<file path="config.mk">
export PLATFORM = sky130hd
export DESIGN_NAME = fetch_unit
export DESIGN_NICKNAME = d
export VERILOG_FILES = /design/src/rtl/fetch_unit.sv
export SDC_FILE = /design/constraint.sdc
export NUM_CORES = 1
export LEC_CHECK = 0
export CORE_ASPECT_RATIO = 1.1
export CORE_MARGIN = 1
export CORE_UTILIZATION = 40
export CTS_CLUSTER_DIAMETER = 200
export DETAILED_ROUTE_END_ITERATION = 8
export HOLD_SLACK_MARGIN = 0.06
export MAX_ROUTING_LAYER = met4
export PLACE_DENSITY = 0.72
export SYNTH_ARGS = -nofsm -noshare
export SYNTH_HDL_FRONTEND = slang
export SYNTH_SLANG_ARGS = --single-unit
</file>
<file path="constraint.sdc">
create_clock -name clk -period 2.7 [get_ports clk]
set_clock_uncertainty 0.1 [all_clocks]
set_input_delay 0.54 -clock clk [delete_from_list [all_inputs] [get_ports clk]]
set_output_delay 0.54 -clock clk [all_outputs]
set_load 0.05 [all_outputs]
</file>
<file path="src/rtl/fetch_unit.sv">
// Instruction fetch stage: PC register, zero-latency imem addressing and the IF/ID register.
// Define FETCH_INTR_EN to add the interrupt pending latch, handler FSM, epc and eret return.
module fetch_unit #(
  parameter logic [31:0] RESET_PC    = 32'h0000_3000,
  parameter logic [31:0] INTR_VECTOR = 32'h0000_4180
) (
  input  logic        clk,
  input  logic        rst_n,
  input  logic        stall,
  input  logic        redirect,
  input  logic [31:0] redirect_pc,
  input  logic        intr_req,
  input  logic        eret,
  input  logic [31:0] imem_dout,
  output logic [9:0]  imem_addr,
  output logic [31:0] if_id_instr,
  output logic [31:0] if_id_pc4,
  output logic        if_id_valid,
  output logic [31:0] epc_out,
  output logic        in_isr
);

  logic [31:0] pc_q, pc_d;
  logic [31:0] instr_q, instr_d;
  logic [31:0] pc4_q, pc4_d;
  logic        valid_q, valid_d;
  logic [31:0] pc_plus4, redir_pc;
  logic        eret_acc, take;
  logic [31:0] epc_val;
  logic        unused_bits;

  assign pc_plus4  = pc_q + 32'd4;
  assign redir_pc  = {redirect_pc[31:2], 2'b00};
  assign imem_addr = pc_q[11:2];

`ifdef FETCH_INTR_EN
  typedef enum logic {S_RUN = 1'b0, S_ISR = 1'b1} state_t;

  state_t      state_q, state_d;
  logic        pend_q, pend_d;
  logic [31:0] epc_q, epc_d;

  // eret outranks everything and blocks a same-cycle take; eret outside the handler is ignored
  assign eret_acc = eret && (state_q == S_ISR);
  assign take     = (state_q == S_RUN) && pend_q && !stall && !eret;

  always_comb begin
    pend_d  = (pend_q || intr_req) && !take;
    epc_d   = epc_q;
    state_d = state_q;
    if (eret_acc) begin
      state_d = S_RUN;
    end else if (take) begin
      epc_d   = redirect ? redir_pc : pc_q;
      state_d = S_ISR;
    end
  end

  always_ff @(posedge clk or negedge rst_n) begin
    if (!rst_n) begin
      state_q <= S_RUN;
      pend_q  <= 1'b0;
      epc_q   <= 32'h0;
    end else begin
      state_q <= state_d;
      pend_q  <= pend_d;
      epc_q   <= epc_d;
    end
  end

  assign epc_val     = epc_q;
  assign epc_out     = epc_q;
  assign in_isr      = (state_q == S_ISR);
  assign unused_bits = ^redirect_pc[1:0];
`else
  assign eret_acc    = 1'b0;
  assign take        = 1'b0;
  assign epc_val     = 32'h0;
  assign epc_out     = 32'h0;
  assign in_isr      = 1'b0;
  assign unused_bits = ^{redirect_pc[1:0], intr_req, eret};
`endif

  always_comb begin
    pc_d    = pc_q;
    instr_d = instr_q;
    pc4_d   = pc4_q;
    valid_d = valid_q;
    if (eret_acc || take || redirect) begin
      // any control transfer flushes the wrong-path word in IF/ID
      instr_d = 32'h0;
      pc4_d   = 32'h0;
      valid_d = 1'b0;
      if (eret_acc)  pc_d = epc_val;
      else if (take) pc_d = INTR_VECTOR;
      else           pc_d = redir_pc;
    end else if (!stall) begin
      pc_d    = pc_plus4;
      instr_d = imem_dout;
      pc4_d   = pc_plus4;
      valid_d = 1'b1;
    end
  end

  always_ff @(posedge clk or negedge rst_n) begin
    if (!rst_n) begin
      pc_q    <= RESET_PC;
      instr_q <= 32'h0;
      pc4_q   <= 32'h0;
      valid_q <= 1'b0;
    end else begin
      pc_q    <= pc_d;
      instr_q <= instr_d;
      pc4_q   <= pc4_d;
      valid_q <= valid_d;
    end
  end

  assign if_id_instr = instr_q;
  assign if_id_pc4   = pc4_q;
  assign if_id_valid = valid_q;

endmodule

</file>
After elaboration in Yosys (flattened, before gate mapping)
Cells that the tools add are included.

storage, ports and cells
  output and inout port bits = 108
  register bits after elaboration = 97
  word-level logic and storage cells = 13

cells by class
  add/sub/neg operators = 1
  mux-type cells = 7
  eq/ne operators = 1

operator list
  kind                                                    number
  two-way mux 32 bit                                      5
  adder 32 x 3 -> 32 bit (second input constant)          1
  two-way mux 1 bit                                       2
  inequality test 2 x 1 -> 1 bit (second input constant)  1

Depth between registers and ports, before layout
Gate-level depths: netlist of the first run.

  depth in word-level cells = 3
  mapped depth = 6
  mapped depth without buffers = 5

Worst setup path after synthesis of the first run
Ideal clock, no wire load.

  path kind = flip-flop to flip-flop
  start = register pc_q[2]
  end = register pc4_q[28], in the netlist if_id_pc4[28]
  arrival time = 2.099 ns
  setup time = 0.099 ns
  slack = 0.402 ns
  stages on the path, launching flop included = 7
  path buffers = 1
  path through = dfrtp_1 -> ha_1 -> nand4_2 -> or4_1 -> clkbuf_1 -> or4_1 -> a311oi_1

on the way
  cells in the longest elaborated chain, start to end = 3

ends and longest elaborated chain
  item                      line  RTL
  start: declaration        23    logic [31:0] pc_q, pc_d;
  start signal: assignment  112   pc_q <= pc_d;
  adder 32 x 3 -> 32 bit    32    assign pc_plus4 = pc_q + 32'd4;
  two-way mux 32 bit        97    end else if (!stall) begin
  two-way mux 32 bit        89    if (eret_acc || take || redirect) begin
  end signal: assignment    114   pc4_q <= pc4_d;
  end: declaration          25    logic [31:0] pc4_q, pc4_d;

Every way passes these cells. The select of a mux whose other input is x is not followed.
A chain may end at the register's enable or synchronous reset.

Worst setup path in the final report of the first run
  start = register pc_q[6]
  end = output imem_addr[4]

RTL lines
  item              line  RTL
  end: declaration  15    output logic [9:0] imem_addr,

No word-level cell between the ends.

==> results of run 1 <==
## layer usage
layer / vias to the layer above / routed length, um
met1: 2141 / 5645
met5: - / 0
met4: 0 / 199
met3: 15 / 759
li1: 2152 / -
met2: 167 / 6570
## report_power, final
part	leakage [nW]	internal (mW)	switching [mW]	total, mW
registers	1.19	1.52	0.108	1.63
logic	1.48	0.364	0.664	1.03
clock network	0.131	0.648	0.504	1.15
total	2.80	2.53	1.28	3.80
## stage by stage
stage / setup slack (ps) / cell area (um2) / utilization
after floorplan: 401.7 / 5266 / -
after global placement: 328.4 / 6549 / 0.5202
after detailed placement: 300.1 / 6549 / 0.5202
after CTS: 277.5 / 6823 / 0.5419
after global routing: 180.8 / 6823 / 0.5419
final: 275.4 / 6823 / 0.5419
## final timing paths
kind | cells after the start | to
setup / recovery | 2 | imem_addr[4]
max in group asynchronous | 3 | pc_q[12]
min in group asynchronous | 2 | if_id_pc4[28]
hold / removal | 1 | if_id_valid
setup reg to reg | 4 | pc_q[29]
hold reg to reg | 1 | if_id_valid
## cell families after synthesis
group | count (synthesis) | synth area share
AOI/OAI and AO/OA | 98 | 0.1289
xor gates and xnor gates | 19 | 0.03234
other | 1 | 0.0007287
DFF | 94 | 0.4576
muxes | 32 | 0.06224
adders and majority gates | 1 | 0.002431
buffers and inverters | 94 | 0.1028
and+or+nand+nor | 214 | 0.2130
## what timing repair did
item                                    4_1_cts  5_1_grt
endpoints found under the hold margin        20        0
endpoints found under the setup margin        0        0
buffers inserted                              0        0
hold buffers                                  1        0
## cells in the final DEF, fill, tap and decap left out, types with 8 or more instances in the layout
cell / synthesis / routed
a21oi_1: 9 / 9
dfrtp_1: 92 / 92
o21ai_1: 12 / 12
a31oi_1: 11 / 11
nand4_1: 8 / 8
o21ai_0: 13 / 13
buf_4: 44 / 23
clkdlybuf4s50_1: 0 / 137
nand3_1: 14 / 14
a311oi_1: 14 / 14
nor3_1: 8 / 8
xnor2_1: 15 / 15
mux2i_1: 32 / 32
clkbuf_16: 0 / 9
nand2_1: 42 / 42
conb_1: 1 / 33
o31ai_1: 17 / 17
or3_1: 12 / 12
nor2_1: 77 / 77
or4_1: 30 / 30
## state kept, by name, indices dropped and copies added, names as in the netlist
name and count:
if_id_valid 1, pc_q 30, if_id_pc4 31, if_id_instr 32
## final cells by class
| type | instances | area [um2] | share of cell area |
|---|---|---|---|
| multi-input combinational | 397 | 2382 | 0.3492 |
| sequential | 94 | 2355 | 0.3451 |
| timing repair buffer | 164 | 1599 | 0.2344 |
| clock buffer | 14 | 254.0 | 0.03723 |
| tap | 157 | 196.4 | 0.02879 |
| inverter | 7 | 26.28 | 0.003851 |
| clock inverter | 2 | 10.01 | 0.001467 |
==> reports/qor.yml, run 1 <==
timing:
  whs_ps: 379.6
  hold_viol_final: 0
  finalCritPeriodShare: 0.8980
  rsz0062_at_grt: "no"
  slew_headroom: 0.6307
  max_freq_mhz: 412.4
  setup_violations: 0
  worst_pin_slew_ps: 552.3
  setup-tns-final_ps: 0
  period_needed_ps: 2425
  drv_slew: 0
clock_network:
  cts_max_level: 3
  cts_resized: 0
  cts_tree: "built"
  clk_path_buf_depth: 2
  numCtsBuffers: 9
  clkSinkCount: 94
  path_clk_slew_ps: 60
  clk_latency_ps: 340
  cts_root_buffer: "clkbuf_16"
pwr:
  p_per_area_nw_per_um2: 557.7
  ir_drop_mv: 0.2559
  p_leak_nw: 2.800
  finalPower_mw: 3.805
outcome:
  status: "complete, no violations"
grt:
  grt_pass1_wl_um: 21050
  grt_use_met3: 0.02900
  grt_max_degree: 73
  grtUsageMet1: 0.2654
  grt_util_met2: 0.3426
  grt.busiest_layer: "met2"
  grt_pass1_vias: 4279
  antenna_found_initial: 0
  grt_overflow: 0
  grt_use_total: 0.2097
setup_path:
  cp.required_ps: 2060
  startpoint: "pc_q[6]"
  critPathSlowestCell: "clkdlybuf4s50_1"
  path_delay_family: "buffers and inverters"
  crit_chain: "buf_4, clkdlybuf4s50_1"
  rrSetupSlack_ps: 300
  end_kind: "primary output"
  critical_path_buf_inv_count: 2
  cp.arrival_ps: 1780
  worstReg2RegStart: "pc_q[12]"
  cp_slowest_stage_delay_ps: 830
  worstSetupPathType: "register to primary output"
  cp_max_fo: 5
  crit_path_start_kind: "register"
synthesis:
  synth.top_cell.area_share: 0.4474
  synth_edf_count: 0
  ys_ff_latch: 94
  postSynthAreaPerCell_um2: 9.306
  yosys-top-cells-count: "dfrtp_1, nor2_1, buf_4"
  ys_types: 48
  synth.area.top_cells: "dfrtp_1, buf_4, mux2i_1"
  yosys.area.top_type: "dfrtp_1"
  ys_seq_area_frac: 0.4576
  yosys_warnings: 0
  syn_area_um2: 5146
  synth_top_flop_cell: "dfrtp_1"
  synth_most_common_cell: "dfrtp_1"
  syn_inst: 553
  synth-async-reset-ratio: 1.000
routing:
  avgViaCountPerCell: 5.359
  routedWlPerCell_um: 15.78
  first_pass_iters: 4
  drt_iter0_markers: 231
  vias: 4475
  post-route-drc-count: 0
  routed_wl_um: 13170
  ant_nets: 0
placement:
  dp.cells: 818
  dp_hpwl_um: 9348
  portBuffers: 140
  place_congestion: 0.8689
hold_path:
  hp-start: "if_id_valid"
  hold_class: "register to register"
flow_run:
  drv_cap: 0
die:
  die_h_um: 121.0
  rows: 43
  die_w_um: 110.1
  core_um2: 12590
  start_util: 0.4088
  ioPinCount: 178
  dieArea_um2: 13320
final_layout:
  diodes: 0
  syn_to_final_growth_pct: 32.58
  final_cells: 835
  drive_gt1_frac: 0.06637
  fillers: 1176
  nNetsFinal: 744
Power figures use the tool's default switching activity.
==> run 2: changes to the inputs <==
Settings changed: CTS_CLUSTER_SIZE from default to 25.
Clock period 2.7 ns to 3 ns, I/O delays scaled along.
==> run 2 against run 1 <==
- via count down 0.51%
- critical endpoint is now if_id_pc4[18]
- critical path depth up 4
- sequential share of layout area up 0.24 points
==> reports/qor.yml, run 2 (same netlist as run 1, synthesis figures left out) <==
outcome:
  status: "complete, no violations"
die:
  start_util: 0.4088  # unchanged
  die_w_um: 110.1  # unchanged
  rows: 43  # unchanged
  die_h_um: 121.0  # unchanged
  dieArea_um2: 13320  # unchanged
  core_um2: 12590  # unchanged
  ioPinCount: 178  # unchanged
clock_network:
  cts_root_buffer: "clkbuf_16"
  clk_path_buf_depth: 2  # unchanged
  cts_resized: 0  # unchanged
  cts_tree: "built"
  clk_latency_ps: 340  # about the same
  numCtsBuffers: 9  # unchanged
  clkSinkCount: 94  # unchanged
  cts_max_level: 3  # unchanged
  hold_buffers: 0  # -1
  postCtsSetupRepairBufs: 0  # unchanged
  path_clk_slew_ps: 70  # about the same
grt:
  grt_use_total: 0.2140  # +0.004305
  antenna_found_initial: 0  # unchanged
  grt_max_degree: 56  # -23%
  grt_overflow: 0  # unchanged
  grt_pass1_wl_um: 21520  # +2.2%
  grt_pass1_vias: 4387  # +2.5%
placement:
  place_congestion: 0.8359  # -3.8%
  pre_cts_slack_ps: 341.1  # +40.92 ps
  dp_hpwl_um: 9331  # -0.18%
  portBuffers: 140  # unchanged
  postPlaceCellArea_um2: 6451  # -1.5%
routing:
  avgViaCountPerCell: 5.429  # +1.3%
  drt_iter0_markers: 237  # +2.6%
  ant_nets: 0  # unchanged
  routed_wl_um: 13240  # +0.49%
  first_pass_iters: 4  # unchanged
  post-route-drc-count: 0  # unchanged
  routedWlPerCell_um: 16.14  # +2.3%
  vias: 4452  # -0.51%
pwr:
  p_leak_nw: 2.756  # -1.6%
  ir_drop_mv: 0.2356  # -7.9%
  p_per_area_nw_per_um2: 534.4  # -4.2%
setup_path:
  crit_path_start_kind: "register"
  worstSetupPathType: "register to register"
  rrSetupSlack_ps: 330  # +30 ps
  critPathSlowestCell: "or4_1"
  worstReg2RegStart: "pc_q[2]"
  cp_slowest_stage_delay_ps: 600  # -230 ps
  crit_chain: "ha_1, nand4_2, buf_4, or4_1, or4b_1, o2111a_1"
  cp.arrival_ps: 2800  # +1020 ps
  cp.required_ps: 3130  # +1070 ps
  r2r_end: "if_id_pc4[18]"
  rr_worst_depth: 6  # +2
  end_kind: "register"
  cp_max_fo: 10  # +5
final_layout:
  fin_util: 0.5382  # -0.003777
  diodes: 0  # unchanged
  drive_gt1_frac: 0.05128  # -0.01509
  syn_to_final_growth_pct: 31.66
  largest_reg_flops: 32  # unchanged
  nNetsFinal: 730  # -1.9%
  layout_common_cells: "clkdlybuf4s50_1, dfrtp_1, nor2_1, nand2_1, conb_1"
  design_area_um2: 6775  # -0.70%
  fillers: 1150  # -2.2%
  mostFrequentLayoutCell: "clkdlybuf4s50_1"
timing:
  slew_headroom: 0.4192  # -0.2115
  worst_pin_slew_ps: 863.3  # +311.0 ps
  max_freq_mhz: 375.1
  setup-tns-final_ps: 0  # unchanged
  finalCritPeriodShare: 0.8886
  drv_slew: 0  # unchanged
  rsz0062_at_grt: "no"
  layout_setup_ws_ps: 334.1  # +58.68 ps
  period_needed_ps: 2666
  whs_ps: 132.2  # -247.4 ps
  setup_violations: 0  # unchanged
  hold_viol_final: 0  # unchanged
hold_path:
  hold_class: "input pin to async pin"
flow_run:
  drv_cap: 0  # unchanged
==> run 2: changes by cell type in the layout (fill, tap and decap cells not counted) <==
cell / delta
dlygate4sd3_1: -1
clkbuf_1: -3
clkinvlp_4: +1
buf_4: -13
bufinv_16: +2
clkinv_2: -2
clkbuf_8: +1
==> run 2: how the worst max path moves through the flow <==
stage,from,endpoint,cells after the start
3_3_place_gp,pc_q[2],if_id_pc4[18],6
4_1_cts,pc_q[2],if_id_pc4[18],6
6_report,pc_q[2],if_id_pc4[18],6
3_5_place_dp,pc_q[2],if_id_pc4[18],6
5_1_grt,pc_q[2],if_id_pc4[18],6
2_1_floorplan,pc_q[2],if_id_pc4[28],6
==> run 2: metal layers <==
metal / share of wire / global-route usage
met1: 0.42 / 0.2697
met3: 0.075 / 0.04941
met4: 0.027 / 0.08717
met2: 0.48 / 0.3309
met5: 0 / -
==> run 2: metrics by stage <==
stage               power (mW)  std cells
floorplan                2.108        585
global placement         2.375        805
detailed placement       2.393        805
CTS                      3.646        820
global route             3.771        820
finish                   3.620        820
==> run 2: final cells by class <==
cell class	count	area, um2	share of cell area
multi-input combinational	397	2382	0.3516
inverter	7	26.28	0.003878
clock buffer	12	256.5	0.03786
clock inverter	3	67.56	0.009972
sequential	94	2355	0.3476
timing repair buffer	150	1491	0.2201
tap	157	196.4	0.02899
==> run 2: worst max-delay path: cells and delay by family (launching register included) <==
kind                     cells  cell delay [ps]
AO/OA/AOI/OAI                1              150
flip-flops                   1              420
adder cells (fa/ha/maj)      1              280
AND/OR/NAND/NOR              3             1350
buffers and inverters        1              250
==> run 2: power by group <==
| group | internal, mW | switching, mW | total, mW |
|---|---|---|---|
| clock | 0.772 | 0.479 | 1.25 |
| sequential | 1.37 | 0.109 | 1.47 |
| combinational | 0.312 | 0.583 | 0.895 |
==> run 3: changes to the inputs <==
Settings changed: CAP_MARGIN from default to 20.
==> results of run 3 <==
Final layout, timing and power as in run 2 (identical DEF).
